$ cat config.mk
export PLATFORM = sky130hd
export DESIGN_NAME = parity_frame_serializer
export DESIGN_NICKNAME = d
export VERILOG_FILES = /design/src/rtl/rce_enc_pkg.sv /design/src/rtl/parity_shift_out.sv /design/src/rtl/parity_frame_serializer.sv
export SDC_FILE = /design/constraint.sdc
export NUM_CORES = 1
export LEC_CHECK = 0
export ABC_CLOCK_PERIOD_IN_PS = 4300
export BUFFER_PORTS_ARGS = -buffer_cell sky130_fd_sc_hd__buf_2
export CORE_UTILIZATION = 30
export DETAILED_ROUTE_END_ITERATION = 6
export PLACE_DENSITY = 0.57
export SYNTH_ARGS = -nofsm -noshare
export SYNTH_HDL_FRONTEND = slang
export SYNTH_HIERARCHICAL = 1
export SYNTH_SLANG_ARGS = --single-unit
$ cat constraint.sdc
create_clock -name clk -period 4.3 [get_ports clk]
set_input_delay 0.645 -clock clk [delete_from_list [all_inputs] [get_ports clk]]
set_output_delay 0.645 -clock clk [all_outputs]
set_load 0.05 [all_outputs]
$ cat src/rtl/rce_enc_pkg.sv
// Shared definitions for the RCE encoder parity path: FSM encoding,
// a constant clog2 helper and the parameter legality check.
package rce_enc_pkg;

  typedef enum logic {
    ACCUM = 1'b0,
    FULL  = 1'b1
  } fsm_state_t;

  function automatic int clog2(input int value);
    int result;
    result = 0;
    while ((1 << result) < value) begin
      result = result + 1;
    end
    return result;
  endfunction

  function automatic bit params_legal(input int m, input int nblk, input int l);
    return (m > 0) && (l > 0) && (nblk >= 1) && ((m % l) == 0);
  endfunction

endpackage

$ cat src/rtl/parity_shift_out.sv
// LSB-first serializer for one captured parity word, M/L beats of L bits
// over a valid/ready handshake.
module parity_shift_out
  import rce_enc_pkg::*;
#(
  parameter int M = 4,
  parameter int L = 1
) (
  input  logic         clk,
  input  logic         rst,
  input  logic         load,
  input  logic [M-1:0] load_data,
  output logic [L-1:0] out_data,
  output logic         out_valid,
  input  logic         out_ready,
  output logic         out_last,
  output logic         empty,
  output logic         last_hs
);

  localparam int BEATS = M / L;
  localparam int BW = clog2(BEATS + 1);
  localparam logic [BW-1:0] BEATS_CNT = BW'(BEATS);

  logic [M-1:0]  shift_reg;
  logic [BW-1:0] beat_cnt_reg;

  always_ff @(posedge clk) begin
    if (rst) begin
      shift_reg    <= '0;
      beat_cnt_reg <= '0;
    end else if (load) begin
      shift_reg    <= load_data;
      beat_cnt_reg <= BEATS_CNT;
    end else if (out_valid && out_ready) begin
      shift_reg    <= shift_reg >> L;
      beat_cnt_reg <= beat_cnt_reg - 1'b1;
    end
  end

  // Output is the bottom slice, so it only moves when a beat is consumed.
  always_comb begin
    out_data  = shift_reg[L-1:0];
    out_valid = (beat_cnt_reg != '0);
    out_last  = (beat_cnt_reg == BW'(1));
    empty     = (beat_cnt_reg == '0);
    last_hs   = out_valid && out_last && out_ready;
  end

endmodule

$ cat src/rtl/parity_frame_serializer.sv
// Counts parity beats into the external accumulator, captures and clears it
// at frame end, and hands the word to the serializer.
module parity_frame_serializer
  import rce_enc_pkg::*;
#(
  parameter int M    = 4,
  parameter int NBLK = 4,
  parameter int L    = 1
) (
  input  logic         clk,
  input  logic         rst,
  input  logic         in_valid,
  output logic         in_ready,
  input  logic [M-1:0] acc_q,
  output logic         acc_clr,
  output logic [L-1:0] out_data,
  output logic         out_valid,
  input  logic         out_ready,
  output logic         out_last,
  output logic         busy
);

  localparam int CNT_W = clog2(NBLK + 1);
  localparam logic [CNT_W-1:0] LAST_BLK = CNT_W'(NBLK - 1);

  generate
    if (!params_legal(M, NBLK, L)) begin : g_bad_params
      $error("parity_frame_serializer: need NBLK >= 1 and M divisible by L");
    end
  endgenerate

  fsm_state_t       state_reg, state_next;
  logic [CNT_W-1:0] blk_cnt_reg, blk_cnt_next;
  logic             accept;
  logic             capture;
  logic             shift_empty;
  logic             shift_last_hs;

  always_ff @(posedge clk) begin
    if (rst) begin
      state_reg   <= ACCUM;
      blk_cnt_reg <= '0;
    end else begin
      state_reg   <= state_next;
      blk_cnt_reg <= blk_cnt_next;
    end
  end

  // Capture may coincide with the last beat handshake so frames stream gap-free.
  always_comb begin
    state_next   = state_reg;
    blk_cnt_next = blk_cnt_reg;
    in_ready     = (state_reg == ACCUM) && !rst;
    accept       = in_valid && in_ready;
    capture      = (state_reg == FULL) && !rst && (shift_empty || shift_last_hs);
    case (state_reg)
      ACCUM: begin
        if (accept) begin
          if (blk_cnt_reg == LAST_BLK) begin
            state_next   = FULL;
            blk_cnt_next = '0;
          end else begin
            blk_cnt_next = blk_cnt_reg + 1'b1;
          end
        end
      end
      FULL: begin
        if (capture) begin
          state_next = ACCUM;
        end
      end
      default: state_next = ACCUM;
    endcase
    acc_clr = rst | capture;
    busy    = !rst && ((blk_cnt_reg != '0) || (state_reg == FULL) || out_valid);
  end

  parity_shift_out #(
    .M(M),
    .L(L)
  ) u_shift_out (
    .clk      (clk),
    .rst      (rst),
    .load     (capture),
    .load_data(acc_q),
    .out_data (out_data),
    .out_valid(out_valid),
    .out_ready(out_ready),
    .out_last (out_last),
    .empty    (shift_empty),
    .last_hs  (shift_last_hs)
  );

endmodule

# Word-level counts from Yosys, hierarchy flattened

Index checks and enable logic that the tools add are counted.

Add/subtract/negate cells: 2
Bitwise gates (word level): 2
Equal/unequal tests: 2
Reduce and logical (&&, ||, !) cells: 18
Muxes and demuxes: 9

Operator list:

| kind                | count |
|---|---|
| $mux 3              | 3 |
| $logic_and 1x1->1   | 8 |
| $mux 4              | 2 |
| $reduce_bool 3->1   | 2 |
| $add 3x1->3 const B | 1 |
| $eq 3x1->1 const B  | 1 |
| $eq 3x2->1 const B  | 1 |
| $logic_not 3->1     | 1 |
| $logic_or 1x1->1    | 3 |
| $mux 1              | 3 |
| $sub 3x1->3 const B | 1 |
| $pmux 1 s2          | 1 |
| $reduce_and 2->1    | 1 |
| $reduce_bool 2->1   | 1 |
| $reduce_or 2->1     | 1 |
| $logic_not 1->1     | 1 |
| $not 1->1           | 1 |
| $or 1x1->1          | 1 |

Output and inout bits: 6
Input port bits: 8
Word-level logic and storage cells: 38
Flip-flop bits (word level): 11

# Longest topological paths before layout

Word-level depth: 7
Mapped depth: 11
Gate-level depth less buffers: 9

# By module

The synthesis kept the hierarchy.

Modules (own cells, without submodules):

| module                  | cells each | area an instance (sq um) | times used | seq. area each (sq um) |
|---|---|---|---|---|
| parity_shift_out        | 46         | 406.6                    | 1          | 140.1 |
| parity_frame_serializer | 29         | 230.2                    | 1          | 80.1 |

# Worst setup path after synthesis

Ideal clock, no wire load.

Path kind: register to output
Start point: register u_shift_out.beat_cnt_reg[0]
End point: output port busy
Path slack: 1951 ps
Stages on the path, launching flop included: 7
Buffers on the path: 1
Arrival: 1704 ps
Required time: 3655 ps
Path through: dfxtp_1 -> inv_1 -> ha_1 -> nand2b_4 -> buf_8 -> inv_1 -> a31oi_1

Word-level cells in the longest chain between the ends: 3

RTL lines:

| item                   | line                          | RTL |
|---|---|---|
| from (decl)            | parity_shift_out.sv:26        | `logic [BW-1:0] beat_cnt_reg;` |
| from (signal assigned) | parity_shift_out.sv:37        | `beat_cnt_reg <= beat_cnt_reg - 1'b1;` |
| $reduce_bool 3->1      | parity_shift_out.sv:44        | `out_valid = (beat_cnt_reg != '0);` |
| via out_valid          | parity_frame_serializer.sv:17 | `output logic out_valid,` |
| $logic_or 1x1->1       | parity_frame_serializer.sv:75 | `busy = !rst && ((blk_cnt_reg != '0) \|\| (state_reg == FULL) \|\| out_valid);` |
| $logic_and 1x1->1      | parity_frame_serializer.sv:75 |  |
| to (decl)              | parity_frame_serializer.sv:20 | `output logic busy` |

The timed path passes the listed nets, and every way through them passes these cells.

# Final worst setup path

Start point: register u_shift_out.beat_cnt_reg[0]
End point: output port acc_clr

Word-level cells in the longest chain between the ends: 6
Elaborated cells between the ends (all ways): 8
Those cells by class: eq/ne (1); bitwise (1); reduce/logical (6)

RTL lines:

| item                                            | line                                           | RTL |
|---|---|---|
| $eq 3x1->1 or $reduce_bool 3->1 (tied branches) | parity_shift_out.sv:45, parity_shift_out.sv:44 |  |
| $logic_and 1x1->1 (*) (2 in a row)              | parity_shift_out.sv:47                         | `last_hs = out_valid && out_last && out_ready;` |
| via shift_last_hs                               | parity_frame_serializer.sv:37                  | `logic shift_last_hs;` |
| $logic_or 1x1->1 (*)                            | parity_frame_serializer.sv:55                  | `capture = (state_reg == FULL) && !rst && (shift_empty \|\| shift_last_hs);` |
| $logic_and 1x1->1 (*)                           | parity_frame_serializer.sv:55                  |  |
| $or 1x1->1 (*)                                  | parity_frame_serializer.sv:74                  | `acc_clr = rst \| capture;` |
| to (decl)                                       | parity_frame_serializer.sv:15                  | `output logic acc_clr,` |

Mark *: on every way through the listed nets, which the timed path passes. The rest lies on a longest branch.

==> results.cfg <==
[clocking]
ctsHoldBuffers = 0
htree_levels = 1
cts_buffer_depth = 2
insertion_delay_ns = 0.27
clk_pin_slew_ns = 0.08
post-cts-setup-buffers = 0
cts_buffers = 3
cts_num_sinks = 11
cts_tree = built
cts_root_buf = clkbuf_4
ctsResizeCount = 0

[worst_hold_path]
holdPathStages = 2
min_from = blk_cnt_reg[2]
min_to = blk_cnt_reg[2]
hp-class = register to register

[global_route]
grt_max_degree = 15
grt_pass1_vias = 457
grt_util_all_layers_pct = 11.9
gr-total-overflow = 0
grt_pass1_wl_mm = 1.88
antenna_found_initial = 0

[timing]
skew_ns = 0.0103
setup_viol = 0
fin_crit_sh_pct = 56.1
max_freq_mhz = 415
report.final.slew_viol_count = 0
rsz0062_at_grt = no
setup_ws_ns = 1.89
period_minus_slack_ns = 2.41
worst_slew_pin_slew_ns = 0.555
hold_violations = 0
final.setup.tns_ns = 0
relSlewSlack_pct = 62.8

[power]
leakagePower_nw = 0.321
ir_worst_vdd_v = 0.000285
p_per_area_mw_per_mm2 = 557

[status]
status = completed

[worst_setup_path]
critPathCaptureType = output pin
worst-path-buf-inv = 2
r2r_end = u_shift_out/shift_reg[1]
crit_cells = 7
cp-start-kind = register
cp_top_family = simple AND/OR/NAND/NOR gates
crit_required_ns = 3.65
crit_chain = inv_1, ha_1, nand2b_4, and3_2, o21ai_0, nand2b_1, buf_2
crit_fanout = 10
critPathArrivalTime_ns = 1.77
r2r_slack_ns = 2.24
crit_type = register to output pin
critical_path.slowest_cell = dfxtp_1
rr_worst_depth = 8
setup.worst_path.start = u_shift_out/beat_cnt_reg[0]
reg2reg_from = u_shift_out/beat_cnt_reg[0]
critPathMaxStageDelay_ns = 0.33

[synth]
synth_edf_count = 0
synth_top_area_cell = dfxtp_1
yosysTopAreaCellShare_pct = 34.6
synthTopCellsByArea = dfxtp_1 (35%), ha_1 (9.8%), inv_1 (5.9%), nor2_1 (5.3%), nand2b_4 (4.3%)
synthCells = 75
seq_area_frac_synth_pct = 34.6
synth_flop_cell = dfxtp_1
syn-num-nets = 88
synth_cell_types = 29
synthesis.area_um2 = 637
async_flop_share_pct = 0
yosysWarnings = 6
syn_avg_cell_area_um2 = 8.49
ys_ff_latch = 11

[placement]
place_area_um2 = 701
gp_congestion = 0.679
io_buffers = 13
place_ws_ns = 2.16
hpwl_um = 843

[routing]
via_per_inst = 4.65
first_pass_iters = 4
postRouteAntennaNets = 0
drc_errors = 0
drt_iter0_markers = 5
finalWirelength_mm = 1.15
wl_per_cell_um = 10.0
vias = 535

[floorplan]
start_util_pct = 32.1
fp.dieW_um = 48.1
core_mm2 = 0.00198
dieHeight_um = 48.1
die_area_mm2 = 0.00231
row_count = 16
boundaryPins = 14

[layout]
drive_above_1_share_pct = 26.1
n_antenna_cell = 0
fin_area_um2 = 728
largest_reg_flops = 4
syn_to_final_growth_pct = 14.3
nets = 102
final_core_util_pct = 36.7

[job]
drv_cap = 0
-- cells in the final DEF (no fill, tap or decap), types with 2 or more instances in the layout --
| cell | Yosys | layout |
|---|---|---|
| a21oi_1 | 3 | 3 |
| a221oi_1 | 3 | 3 |
| a311oi_1 | 2 | 2 |
| a31oi_1 | 4 | 4 |
| buf_2 | 1 | 13 |
| clkbuf_4 | 0 | 3 |
| dfxtp_1 | 11 | 11 |
| ha_1 | 5 | 5 |
| inv_1 | 10 | 10 |
| nand2_1 | 3 | 3 |
| nand2b_4 | 2 | 2 |
| nor2_1 | 9 | 9 |
| o21ai_1 | 5 | 5 |
-- cell families (layout without fill, tap and decap cells) --
| logic type | after synthesis | in the layout | share of synthesized area, % |
|---|---|---|---|
| multiplexers | 1 | 1 | 1.57 |
| adder cells (fa/ha/maj) | 5 | 5 | 9.82 |
| buffers and inverters | 15 | 28 | 12.4 |
| AO/OA/AOI/OAI | 22 | 22 | 23.2 |
| AND/OR/NAND/NOR | 21 | 21 | 18.5 |
| flip-flops | 11 | 11 | 34.6 |
-- synth_stat cells (2+ instances only) --
| cell type | count |
|---|---|
| nand2_1 | 3 |
| o21ai_1 | 5 |
| dfxtp_1 | 11 |
| a31oi_1 | 4 |
| a221oi_1 | 3 |
| nand2b_4 | 2 |
| nor2_1 | 9 |
| a21oi_1 | 3 |
| ha_1 | 5 |
| inv_1 | 10 |
| a311oi_1 | 2 |
-- how the worst max path moves through the flow --
stage | end
after floorplan | busy
final | acc_clr
after detailed placement | acc_clr
after global routing | acc_clr
after global placement | acc_clr
after CTS | acc_clr
-- power by group --
group	internal, W	total (W)	switching [W]
registers	0.000114	0.000122	0.00000878
logic	0.0000602	0.000213	0.000152
clock network	0.0000344	0.0000707	0.0000362
-- layout make-up --
type / instances / area [µm²]
Inverter: 11 / 43.8
Clock buffer: 3 / 22.5
Sequential cell: 11 / 220
Clock inverter: 1 / 5.00
Timing Repair Buffer: 13 / 65.1
Tap cell: 27 / 33.8
Multi-Input combinational cell: 49 / 338
Fill cell: 208 / 1250
-- per-layer routing --
metal | vias to the layer above | part of all wire (%) | routed length, µm | GRT usage, %
li1 | 287 | - | - | -
met1 | 237 | 51 | 593 | 15.2
met2 | 9 | 43 | 500 | 17.8
met3 | 2 | 4.3 | 50 | 3.40
met4 | 0 | 0.78 | 9 | 6.67
met5 | - | 0 | 0 | 0
-- tightest hold or removal path, stage by stage, from the launching register on --
cell and delay, ns:
dfxtp_1 0.31, inv_1 0.07, nor3_1 0.05
-- stage by stage --
step,cells,hold slack (ns),total power [W]
after floorplan,75,0.439,0.000321
after global placement,111,0.463,0.000336
after detailed placement,111,0.465,0.000337
after CTS,115,0.475,0.000412
after global routing,115,0.495,0.000435
final,115,0.470,0.000406
(Power assumes the default switching activity.)
